[src/rtl/tdc_pkg.sv]
// Shared types and sizing helpers for the TDC measurement sequencer.
package tdc_pkg;

    typedef enum logic [2:0] {
        StIdle,
        StPulse,
        StSettle,
        StCapture,
        StConvert,
        StDone
    } state_e;

    localparam int unsigned DefN         = 512;
    localparam int unsigned DefW         = 64;
    localparam int unsigned DefChunks    = DefN / DefW;
    localparam int unsigned DefChunkIdxW = (DefChunks > 1) ? $clog2(DefChunks) : 1;

    // Count width able to hold the value n itself (all-ones code).
    function automatic int unsigned cw_of(input int unsigned n);
        return $clog2(n) + 1;
    endfunction

    function automatic int unsigned idx_w_of(input int unsigned chunks);
        return (chunks > 1) ? $clog2(chunks) : 1;
    endfunction

endpackage

[src/rtl/therm_chunk.sv]
// One slice of thermometer-to-binary conversion: popcount plus bubble detect,
// chained to the previous slice through its MSB.
module therm_chunk #(
    parameter int unsigned W = 64
) (
    input  logic [W-1:0]       chunk_i,
    input  logic               carry_i,
    output logic [$clog2(W):0] count_o,
    output logic               bubble_o,
    output logic               msb_o
);

    localparam int unsigned CntW = $clog2(W) + 1;

    always_comb begin
        count_o = '0;
        for (int i = 0; i < W; i++) begin
            count_o = count_o + CntW'(chunk_i[i]);
        end
        // A one sitting above a zero breaks the thermometer pattern.
        bubble_o = |(chunk_i & ~{chunk_i[W-2:0], carry_i});
        msb_o    = chunk_i[W-1];
    end

endmodule

[src/rtl/tdc_seq.sv]
// Measurement sequencer for the scntr shift counter: pulse, settle, capture,
// chunked thermometer conversion, valid/ready result and a flush hold-off.
module tdc_seq
    import tdc_pkg::*;
#(
    parameter int unsigned N          = DefN,
    parameter int unsigned W          = DefW,
    parameter int unsigned PULSE_CYC  = 4,
    parameter int unsigned SETTLE_CYC = 8,
    parameter int unsigned FLUSH_CYC  = 512,
    parameter int unsigned CW         = cw_of(N)
) (
    input  logic          i_clk,
    input  logic          i_rst,
    input  logic          i_start,
    output logic          o_busy,
    output logic          o_in,
    input  logic [N-1:0]  i_code,
    output logic [CW-1:0] o_count,
    output logic          o_err,
    output logic          o_valid,
    input  logic          i_ready
);

    localparam int unsigned NChunks   = N / W;
    localparam int unsigned IdxW      = idx_w_of(NChunks);
    localparam int unsigned ChunkCntW = $clog2(W) + 1;

    state_e                        state_q, state_d;
    logic [7:0]                    phase_q;
    logic [15:0]                   flush_q;
    logic [IdxW-1:0]               idx_q;
    logic [NChunks-1:0][W-1:0]     code_q;
    logic [CW-1:0]                 acc_q;
    logic                          bub_q;
    logic                          prev_q;
    logic                          in_q;
    logic                          valid_q;
    logic [CW-1:0]                 count_q;
    logic                          err_q;

    logic                          phase_done;
    logic                          last_chunk;
    logic                          flush_zero;
    logic [ChunkCntW-1:0]          chunk_cnt;
    logic                          chunk_bub;
    logic                          chunk_msb;
    logic [CW-1:0]                 acc_sum;
    logic                          bub_any;

    therm_chunk #(
        .W (W)
    ) u_chunk (
        .chunk_i  (code_q[idx_q]),
        .carry_i  (prev_q),
        .count_o  (chunk_cnt),
        .bubble_o (chunk_bub),
        .msb_o    (chunk_msb)
    );

    always_comb begin
        phase_done = (state_q == StPulse) ? (phase_q == 8'(PULSE_CYC - 1))
                                          : (phase_q == 8'(SETTLE_CYC - 1));
        last_chunk = (idx_q == IdxW'(NChunks - 1));
        flush_zero = (flush_q == '0);
        acc_sum    = acc_q + CW'(chunk_cnt);
        bub_any    = bub_q | chunk_bub;
    end

    always_ff @(posedge i_clk or posedge i_rst) begin
        if (i_rst) begin
            state_q <= StIdle;
        end else begin
            state_q <= state_d;
        end
    end

    always_comb begin
        state_d = state_q;
        case (state_q)
            StIdle:    if (i_start && flush_zero) state_d = StPulse;
            StPulse:   if (phase_done) state_d = StSettle;
            StSettle:  if (phase_done) state_d = StCapture;
            StCapture: state_d = StConvert;
            StConvert: if (last_chunk) state_d = StDone;
            StDone:    if (i_ready) state_d = StIdle;
            default:   state_d = StIdle;
        endcase
    end

    always_ff @(posedge i_clk or posedge i_rst) begin
        if (i_rst) begin
            phase_q <= '0;
            flush_q <= '0;
            idx_q   <= '0;
            code_q  <= '0;
            acc_q   <= '0;
            bub_q   <= 1'b0;
            prev_q  <= 1'b1;
            in_q    <= 1'b0;
            valid_q <= 1'b0;
            count_q <= '0;
            err_q   <= 1'b0;
        end else begin
            in_q    <= (state_d == StPulse);
            valid_q <= (state_d == StDone);
            phase_q <= (state_d == state_q && (state_q == StPulse || state_q == StSettle))
                       ? phase_q + 8'd1 : 8'd0;

            if (state_q == StCapture) begin
                flush_q <= 16'(FLUSH_CYC);
            end else if (!flush_zero) begin
                flush_q <= flush_q - 16'd1;
            end

            if (state_q == StCapture) begin
                code_q <= i_code;
                acc_q  <= '0;
                bub_q  <= 1'b0;
                prev_q <= 1'b1;  // bit 0 has no lower neighbour to violate
                idx_q  <= '0;
            end else if (state_q == StConvert) begin
                acc_q  <= acc_sum;
                bub_q  <= bub_any;
                prev_q <= chunk_msb;
                idx_q  <= idx_q + IdxW'(1);
                if (last_chunk) begin
                    count_q <= acc_sum;
                    err_q   <= bub_any;
                end
            end
        end
    end

    always_comb begin
        o_busy  = (state_q != StIdle) || !flush_zero;
        o_in    = in_q;
        o_valid = valid_q;
        o_count = count_q;
        o_err   = err_q;
    end

endmodule

[config.mk]
export PLATFORM = sky130hd
export DESIGN_NAME = tdc_seq
export DESIGN_NICKNAME = d
export VERILOG_FILES = /design/src/rtl/tdc_pkg.sv /design/src/rtl/therm_chunk.sv /design/src/rtl/tdc_seq.sv
export SDC_FILE = /design/constraint.sdc
export NUM_CORES = 1
export LEC_CHECK = 0
export CORE_ASPECT_RATIO = 1.25
export CORE_MARGIN = 2
export CORE_UTILIZATION = 46
export DETAILED_ROUTE_END_ITERATION = 10
export PLACE_DENSITY_LB_ADDON = 0.12
export SYNTH_ARGS = -nofsm -noshare
export SYNTH_HDL_FRONTEND = slang
export SYNTH_SLANG_ARGS = --single-unit
[constraint.sdc]
create_clock -name i_clk -period 17.3 [get_ports i_clk]
set_clock_uncertainty 0.15 [all_clocks]
set_input_delay 1.73 -clock i_clk [delete_from_list [all_inputs] [get_ports i_clk]]
set_output_delay 1.73 -clock i_clk [all_outputs]
set_load 0.03 [all_outputs]
==> results.yml, run 1 <==
outcome:
  status: "finished clean"
logic_synthesis:
  synth_edf_count: 0
  yosysMostFrequentCell: "nand2_1"
  synth.area.top_cells: "dfrtp_1 (50%), nand2_1 (21%), mux2i_1 (4.8%)"
  yosys_warnings: 0
  synth.distinct_cells: 70
  ys_seq_area_share_pct: 50.5
  synth_top_area_cell: "dfrtp_1"
  avgSynthCellArea_um2: 9.29
  synthArstFlopShare_pct: 100
  synth_cells: 3027
  ys_top_cells_by_count: "nand2_1 (1576), dfrtp_1 (566), mux2i_1 (134)"
  synth_area_mm2: 0.0281
  ys_seq_elements: 567
  syn_nets: 3626
  synth_top_area_share_pct: 50.4
  synthFlopType: "dfrtp_1"
grt:
  antenna_found_initial: 3
  grt_pass1_vias: 23800
  track_usage_pct: 28.6
  grt_max_degree: 231
  gr-total-overflow: 0
  grt_pass1_wl_mm: 138
critical_path:
  crit_fanout: 44
  cp_common_cell: "fa_1"
  crit_slowest_cell: "dfrtp_4"
  critical_path_class: "flop to flop"
  max_stage_delay_ps: 850
  end_kind: "flop"
  startpoint_type: "flop"
  cp_top_family: "adder cells"
  worst_ep_arrival_time_ps: 10960
  required_ps: 17630
  path_buf_inv: 7
route:
  drt-initial-drc-count: 1774
  ant_nets: 0
  dr.pass1.iters: 5
  routed_wl_mm: 89.4
  wire_per_inst_um: 20.8
  via_count: 22700
  remaining_drc_errors: 0
  vias_per_cell: 5.28
clock_tree:
  clk_latency_ps: 620
  h-tree-depth: 2
  cts-resized-gates: 0
  path_clk_slew_ps: 70
  postCtsHoldBufs: 0
  clock-sinks: 567
  cts_tree: "done"
  clockRootBuffer: "clkbuf_16"
  numCtsBuffers: 57
  cts_setup_buffers: 0
  cts_buffer_depth: 3
run:
  maxCapViolations: 0
timing:
  relSlewSlack_pct: 17.2
  finalHoldViolations: 0
  post-route-period-util_pct: 61.4
  period_needed_ps: 10630
  finalMaxSlewViolations: 0
  tns_ps: 0
  max_clock_freq_ghz: 0.0941
  rsz0062_at_grt: "false"
  setup_viol: 0
  worst_pin_slew_ps: 1240
placement:
  hpwlAfterDp_mm: 66.9
  globalplace.congestion: 0.922
  portBuffers: 529
final_layout:
  fill_cells: 5283
  drive_gt1_share_pct: 6.53
  layout.nets: 4072
  area_growth_pct: 27.4
die:
  start_util_pct: 46.4
  io-pin-count: 530
  rows: 101
  coreArea_mm2: 0.0607
  die_y_um: 280
  dieArea_mm2: 0.0631
  fp.dieW_um: 225
worst_hold_path:
  hp-class: "flop to flop"
## per-layer routing
metal	vias to the layer above	part of all wire, %	global-route usage [%]
li1	10600	-	-
met1	11300	41	37.3
met2	654	51	49.2
met3	141	4.5	3.56
met4	0	3.5	10.3
met5	-	0	0
## cell type report
cell class | instances | area (um^2) | area share [%]
Timing Repair Buffer | 556 | 5520 | 15.4
Antenna cell | 3 | 7.51 | 0.0210
Tap cell | 772 | 966 | 2.70
Sequential cell | 567 | 14200 | 39.6
Multi-Input combinational cell | 2217 | 12800 | 35.7
Inverter | 74 | 282 | 0.786
Clock inverter | 24 | 335 | 0.936
Clock buffer | 82 | 1710 | 4.78
## sequential cells by signal, indices dropped and copies added, names as in the netlist
name     count
state_q      3
o_in         1
bub_q        1
phase_q      8
idx_q        3
o_err        1
code_q     512
o_valid      1
flush_q     16
prev_q       1
o_count     10
acc_q       10
## worst paths after layout
path                       startpoint          to  slack [ps]  cells after the start
max reg2reg                  idx_q[1]  o_count[7]        6670                     30
min                        code_q[98]  code_q[98]         320                      2
max                          idx_q[1]  o_count[7]        6670                     30
max in group asynchronous       i_rst  code_q[29]       13050                      4
min in group asynchronous       i_rst  code_q[56]        1510                      2
min reg2reg                code_q[98]  code_q[98]         320                      2
## worst register-to-register path, delay by kind of cell (launching register included)
| kind | cells | cell delay (ps) |
|---|---|---|
| adder cells (fa/ha/maj) | 12 | 4980 |
| buffers and inverters | 7 | 1720 |
| AO/OA/AOI/OAI | 7 | 1380 |
| AND/OR/NAND/NOR | 3 | 1260 |
| flip-flops | 1 | 850 |
| XOR/XNOR | 1 | 160 |
## cells in the final DEF, fill, tap and decap left out, types with 5 or more instances in the layout
cell,n
bufinv_16,8
nand2_1,1576
nor2_1,63
mux2i_1,134
ha_1,28
a21oi_1,19
and2_1,6
clkdlybuf4s50_1,529
nor4_1,5
clkbuf_1,8
xnor2_1,22
a22oi_1,39
nand3_1,12
buf_4,25
nand2b_1,6
a211oi_1,6
a22o_1,29
clkbuf_16,59
inv_1,72
xor2_1,8
a211o_1,8
o21ai_0,18
mux4_2,58
mux2_2,25
fa_1,55
mux4_1,10
clkinv_2,11
o211ai_1,5
a21o_1,6
nor3_1,9
dfrtp_1,563
clkbuf_8,15
## kinds of logic after synthesis
| logic type | count (synthesis) | synth area share, % |
|---|---|---|
| and+or+nand+nor | 1716 | 23.7 |
| AOI/OAI and AO/OA | 160 | 4.24 |
| buffers and inverters | 243 | 4.13 |
| adders and majority gates | 83 | 5.16 |
| muxes | 228 | 11.4 |
| DFF | 567 | 50.5 |
| xor gates and xnor gates | 30 | 0.934 |
## per-stage QoR
stage | cell area, um^2 | hold WS (ps) | setup slack, ps | utilization, % | instances
detailed placement | 33800 | 306 | 6680 | 55.7 | 4186
CTS | 35800 | 321 | 6650 | 59.0 | 4292
global placement | 33800 | 301 | 6860 | 55.7 | 4186
finish | 35800 | 318 | 6670 | 59.1 | 4295
global route | 35800 | 339 | 6050 | 59.1 | 4295
floorplan | 28100 | 287 | 7700 | - | 3027
Power of run 1 is not shown: default switching activity piles up to over one toggle a cycle in this logic, so the estimate is an artifact.
==> inputs of run 2 (changes only) <==
==> constraint.sdc (replaced) <==
create_clock -name i_clk -period 8.9 [get_ports i_clk]
set_clock_uncertainty 0.15 [all_clocks]
set_input_delay 0.89 -clock i_clk [delete_from_list [all_inputs] [get_ports i_clk]]
set_output_delay 0.89 -clock i_clk [all_outputs]
set_load 0.03 [all_outputs]
==> run 2 against run 1 <==
Compared with the run above: critical path depth down 2; cell count rose by 0.79%; highest routed layer is now met5; first-iteration DRC count up 21%; count of clock-buffer cells in the layout rose by 2.
==> results.yml, run 2 (synthesis results as in run 1) <==
outcome:
  status: "finished clean"
grt:
  antenna_found_initial: 3
  grt_max_degree: 215
  grt_pass1_wl_mm: 139
  gr-total-overflow: 0
  grt_pass1_vias: 24000
  track_usage_pct: 29.0
timing:
  max_clock_freq_ghz: 0.116
  period_needed_ps: 8630
  worst_pin_slew_ps: 1200
  relSlewSlack_pct: 20.0
  finalMaxSlewViolations: 0
  finalHoldViolations: 0
  rsz0062_at_grt: "true"
  setup_viol: 0
  post-route-period-util_pct: 96.9
critical_path:
  worst_ep_arrival_time_ps: 8940
  crit_fanout: 19
  path_buf_inv: 6
  end_kind: "flop"
  critical_path_class: "flop to flop"
  max_stage_delay_ps: 570
  crit_slowest_cell: "dfrtp_4"
  cp_common_cell: "fa_1"
  startpoint_type: "flop"
  required_ps: 9210
  cp_top_family: "adder cells"
route:
  dr.pass1.iters: 5
  ant_nets: 0
  remaining_drc_errors: 0
  routed_wl_mm: 91.8
  drt-initial-drc-count: 2147
  vias_per_cell: 5.31
  wire_per_inst_um: 21.2
  via_count: 23000
clock_tree:
  cts_tree: "done"
  clk_latency_ps: 610
  h-tree-depth: 2
  clockRootBuffer: "clkbuf_16"
  path_clk_slew_ps: 70
  postCtsHoldBufs: 0
  numCtsBuffers: 56
  clock-sinks: 567
  cts_buffer_depth: 3
final_layout:
  fin_util_pct: 59.7
  mostFrequentLayoutCells: "nand2_1 (1576), dfrtp_1 (563), clkdlybuf4s50_1 (529)"
  area_growth_pct: 28.8
  layout.nets: 4111
  largest_register_ffs: 512
  layout_commonest_cell: "nand2_1"
  largestRegisters: "code_q: 512 flops, flush_q: 16 flops"
  regMostFlops: "code_q"
  drive_gt1_share_pct: 7.54
placement:
  hpwlAfterDp_mm: 68.3
  globalplace.congestion: 0.871
  portBuffers: 529
die:
  rows: 101
  die_y_um: 280
  coreArea_mm2: 0.0607
  dieArea_mm2: 0.0631
  fp.dieW_um: 225
  start_util_pct: 46.4
  io-pin-count: 530
run:
  maxCapViolations: 0
worst_hold_path:
  hp-class: "flop to flop"
[run 2: cell type report]
| class | count | area [um^2] |
|---|---|---|
| inverters | 74 | 282 |
| clock inverters | 17 | 260 |
| diodes | 2 | 5.00 |
| flip-flops and latches | 567 | 14200 |
| repair buffers | 595 | 6020 |
| clock buffers | 84 | 1640 |
| multi-input cells | 2218 | 12800 |
| fillers | 5207 | 24400 |
| well taps | 772 | 966 |
[run 2: metrics by stage]
step	hold WS [ps]	setup WS [ps]	area [um^2]	cells	setup TNS, ps
3_3_place_gp	303	160	34100	4212	0
6_report	321	272	36200	4329	0
3_5_place_dp	307	92.0	34100	4212	0
2_1_floorplan	287	139	28100	3027	0
5_1_grt	340	-44.5	36200	4329	-130
4_1_cts	324	20.1	36000	4313	0
[run 2: routing by layer]
layer	wire length (um)	GRT usage, %
met4	3680	11.4
met1	37100	37.3
met5	10	0
met3	4630	3.59
met2	46400	49.8
[run 2: final timing paths]
check,endpoint,depth (start not counted),slack [ps],from
setup reg to reg,o_count[9],28,270,idx_q[1]
hold reg to reg,code_q[482],2,320,code_q[482]
setup / recovery,o_count[9],28,270,idx_q[1]
max in group asynchronous,code_q[63],4,6240,i_rst
hold / removal,code_q[482],2,320,code_q[482]
min in group asynchronous,code_q[315],2,440,i_rst
[run 2: worst reg2reg max path: cells and delay by family, from the launching register on]
kind / cells / cell delay [ps]
buffers and inverters: 6 / 760
AOI/OAI and AO/OA: 7 / 1120
adders and majority gates: 11 / 4840
and+or+nand+nor: 3 / 940
DFF: 1 / 570
xor gates and xnor gates: 1 / 130
[run 2: timing repair]
action                                  CTS  global route
endpoints found under the setup margin    0            10
gates resized for setup                   0            20
setup buffers                             0            11
Power of run 2 is left out for the same reason.
==> inputs of run 3 (changes only) <==
--- a/config.mk
+++ b/config.mk
@@ -5,10 +5,11 @@
 export SDC_FILE = /design/constraint.sdc
 export NUM_CORES = 1
 export LEC_CHECK = 0
-export CORE_ASPECT_RATIO = 1.25
+export CORE_ASPECT_RATIO = 2
 export CORE_MARGIN = 2
 export CORE_UTILIZATION = 46
 export DETAILED_ROUTE_END_ITERATION = 10
+export GPL_TIMING_DRIVEN = 0
 export PLACE_DENSITY_LB_ADDON = 0.12
 export SYNTH_ARGS = -nofsm -noshare
 export SYNTH_HDL_FRONTEND = slang
==> run 3 against run 2 <==
Compared with the run above: the run now ends with max-capacitance violations, max-slew violations, negative setup slack left; setup slack lost 340 ps; sequential share of layout area is 1.4 points lower; via count rose by 10%; register-to-register slack lost 340 ps; first-iteration DRC count grew 5.2%; non-clock buffer count rose by 165; maximum frequency fell by 3.8%; wire length is 34% higher; highest routed layer unchanged.
==> results.yml, run 3 (synthesis results as in run 1) <==
critical_path:
  required_ps: 9240
  max_stage_delay_ps: 580
  worst_ep_arrival_time_ps: 9300
  cp_common_cell: "fa_1"
  end_kind: "flop"
  crit_fanout: 7
  crit_slowest_cell: "fa_1"
  critical_path_class: "flop to flop"
  startpoint_type: "flop"
clock_tree:
  clock-sinks: 567
  postCtsHoldBufs: 0
  h-tree-depth: 2
  path_clk_slew_ps: 70
  clk_latency_ps: 600
  clockRootBuffer: "clkbuf_16"
  cts_buffer_depth: 3
  numCtsBuffers: 52
  cts_tree: "done"
final_layout:
  mostFrequentLayoutCells: "nand2_1 (1575), dfrtp_1 (563), clkdlybuf4s50_1 (529)"
  seq_area_mm2: 0.0142
  drive_gt1_share_pct: 9.08
  area_growth_pct: 33.6
  regMostFlops: "code_q"
  final_cells: 4493
  layout_commonest_cell: "nand2_1"
  layout.nets: 4271
  largest_register_ffs: 512
  fill_cells: 5335
  largestRegisters: "code_q: 512 flops, flush_q: 16 flops"
  multi_input_area_mm2: 0.0130
route:
  routed_wl_mm: 123
  remaining_drc_errors: 0
  via_count: 25300
  vias_per_cell: 5.63
  ant_nets: 0
  wire_per_inst_um: 27.3
  drt-initial-drc-count: 2259
  dr.pass1.iters: 5
outcome:
  violations: "max-capacitance violations, max-slew violations, negative setup slack"
  status: "finished with violations"
grt:
  grt_max_degree: 45
  antenna_found_initial: 4
  grt_pass1_vias: 27000
  grt_pass1_wl_mm: 175
  track_usage_pct: 39.1
  gr-total-overflow: 0
worst_hold_path:
  hp-class: "flop to flop"
timing:
  relSlewSlack_pct: -7.63
  finalHoldViolations: 0
  post-route-period-util_pct: 101
  setup_slack_ps: -64.8
  rsz0062_at_grt: "true"
  max_clock_freq_ghz: 0.112
  worst_pin_slew_ps: 1610
  setup_viol: 6
  period_needed_ps: 8960
  finalMaxSlewViolations: 33
run:
  maxCapViolations: 3
placement:
  hpwlAfterDp_mm: 92.8
  globalplace.congestion: 0.919
  dp.cells: 4351
  portBuffers: 529
die:
  rows: 128
  fp.dieW_um: 179
  coreArea_mm2: 0.0607
  dieArea_mm2: 0.0632
  start_util_pct: 46.3
  io-pin-count: 530
  die_y_um: 354
## run 3: cell types whose count changed in the layout (fill, tap and decap cells not counted), sizes merged
cell	previous run	this run
clkbuf	86	179
buf	64	122
clkinv	10	14
clkinvlp	1	3
bufinv	7	8
inv	73	72
nor2b	8	7
## run 3: cell type report
class	instances	share of cell area [%]
Tap cell	780	2.60
Sequential cell	567	37.8
Antenna cell	2	0.0133
Timing Repair Buffer	592	16.1
Inverter	74	0.759
Multi-Input combinational cell	2217	34.6
Buffer	168	3.31
Clock inverter	23	0.876
Clock buffer	70	3.97
## run 3: worst paths after layout
kind	startpoint	endpoint	slack (ps)	cells after the start
max	idx_q[1]	o_count[8]	-60	29
min	code_q[277]	code_q[277]	320	2
max reg2reg	idx_q[1]	o_count[8]	-60	29
min reg2reg	code_q[277]	code_q[277]	320	2
max in group asynchronous	i_rst	code_q[61]	6320	8
min in group asynchronous	i_rst	code_q[12]	470	2
## run 3: per-layer routing
metal / GRT usage (%) / vias up / share of wire, %
li1: - / 11000 / -
met1: 44.7 / 12500 / 34
met2: 65.4 / 1392 / 49
met3: 6.06 / 408 / 7.6
met4: 28.7 / 2 / 8.9
met5: 0 / - / 0.011
## run 3: through the flow
stage	utilization, %	hold WS (ps)	setup WS, ps	setup TNS (ps)	instance area, um^2
3_5_place_dp	57.2	307	-1410	-17980	34700
4_1_cts	61.5	322	7.81	0	37300
5_1_grt	61.9	340	-234	-1710	37600
3_3_place_gp	56.7	300	-3160	-1762330	34400
6_report	61.9	321	-64.8	-176	37600
2_1_floorplan	-	287	139	0	28100
## run 3: worst max-delay path: cells and delay by family (launching register included)
kind	cells	cell delay, ps
AO/OA/AOI/OAI	6	1050
adder cells (fa/ha/maj)	11	5250
flip-flops	1	480
multiplexers	2	830
AND/OR/NAND/NOR	1	140
buffers and inverters	9	900
## run 3: what timing repair did
action	in CTS	in global routing
buffers inserted	34	14
gates resized for setup	118	27
pin swaps	11	35
endpoints found under the setup margin	18	10
cloned	0	0
hold endpoints to repair	0	0
Power of run 3 is left out for the same reason.
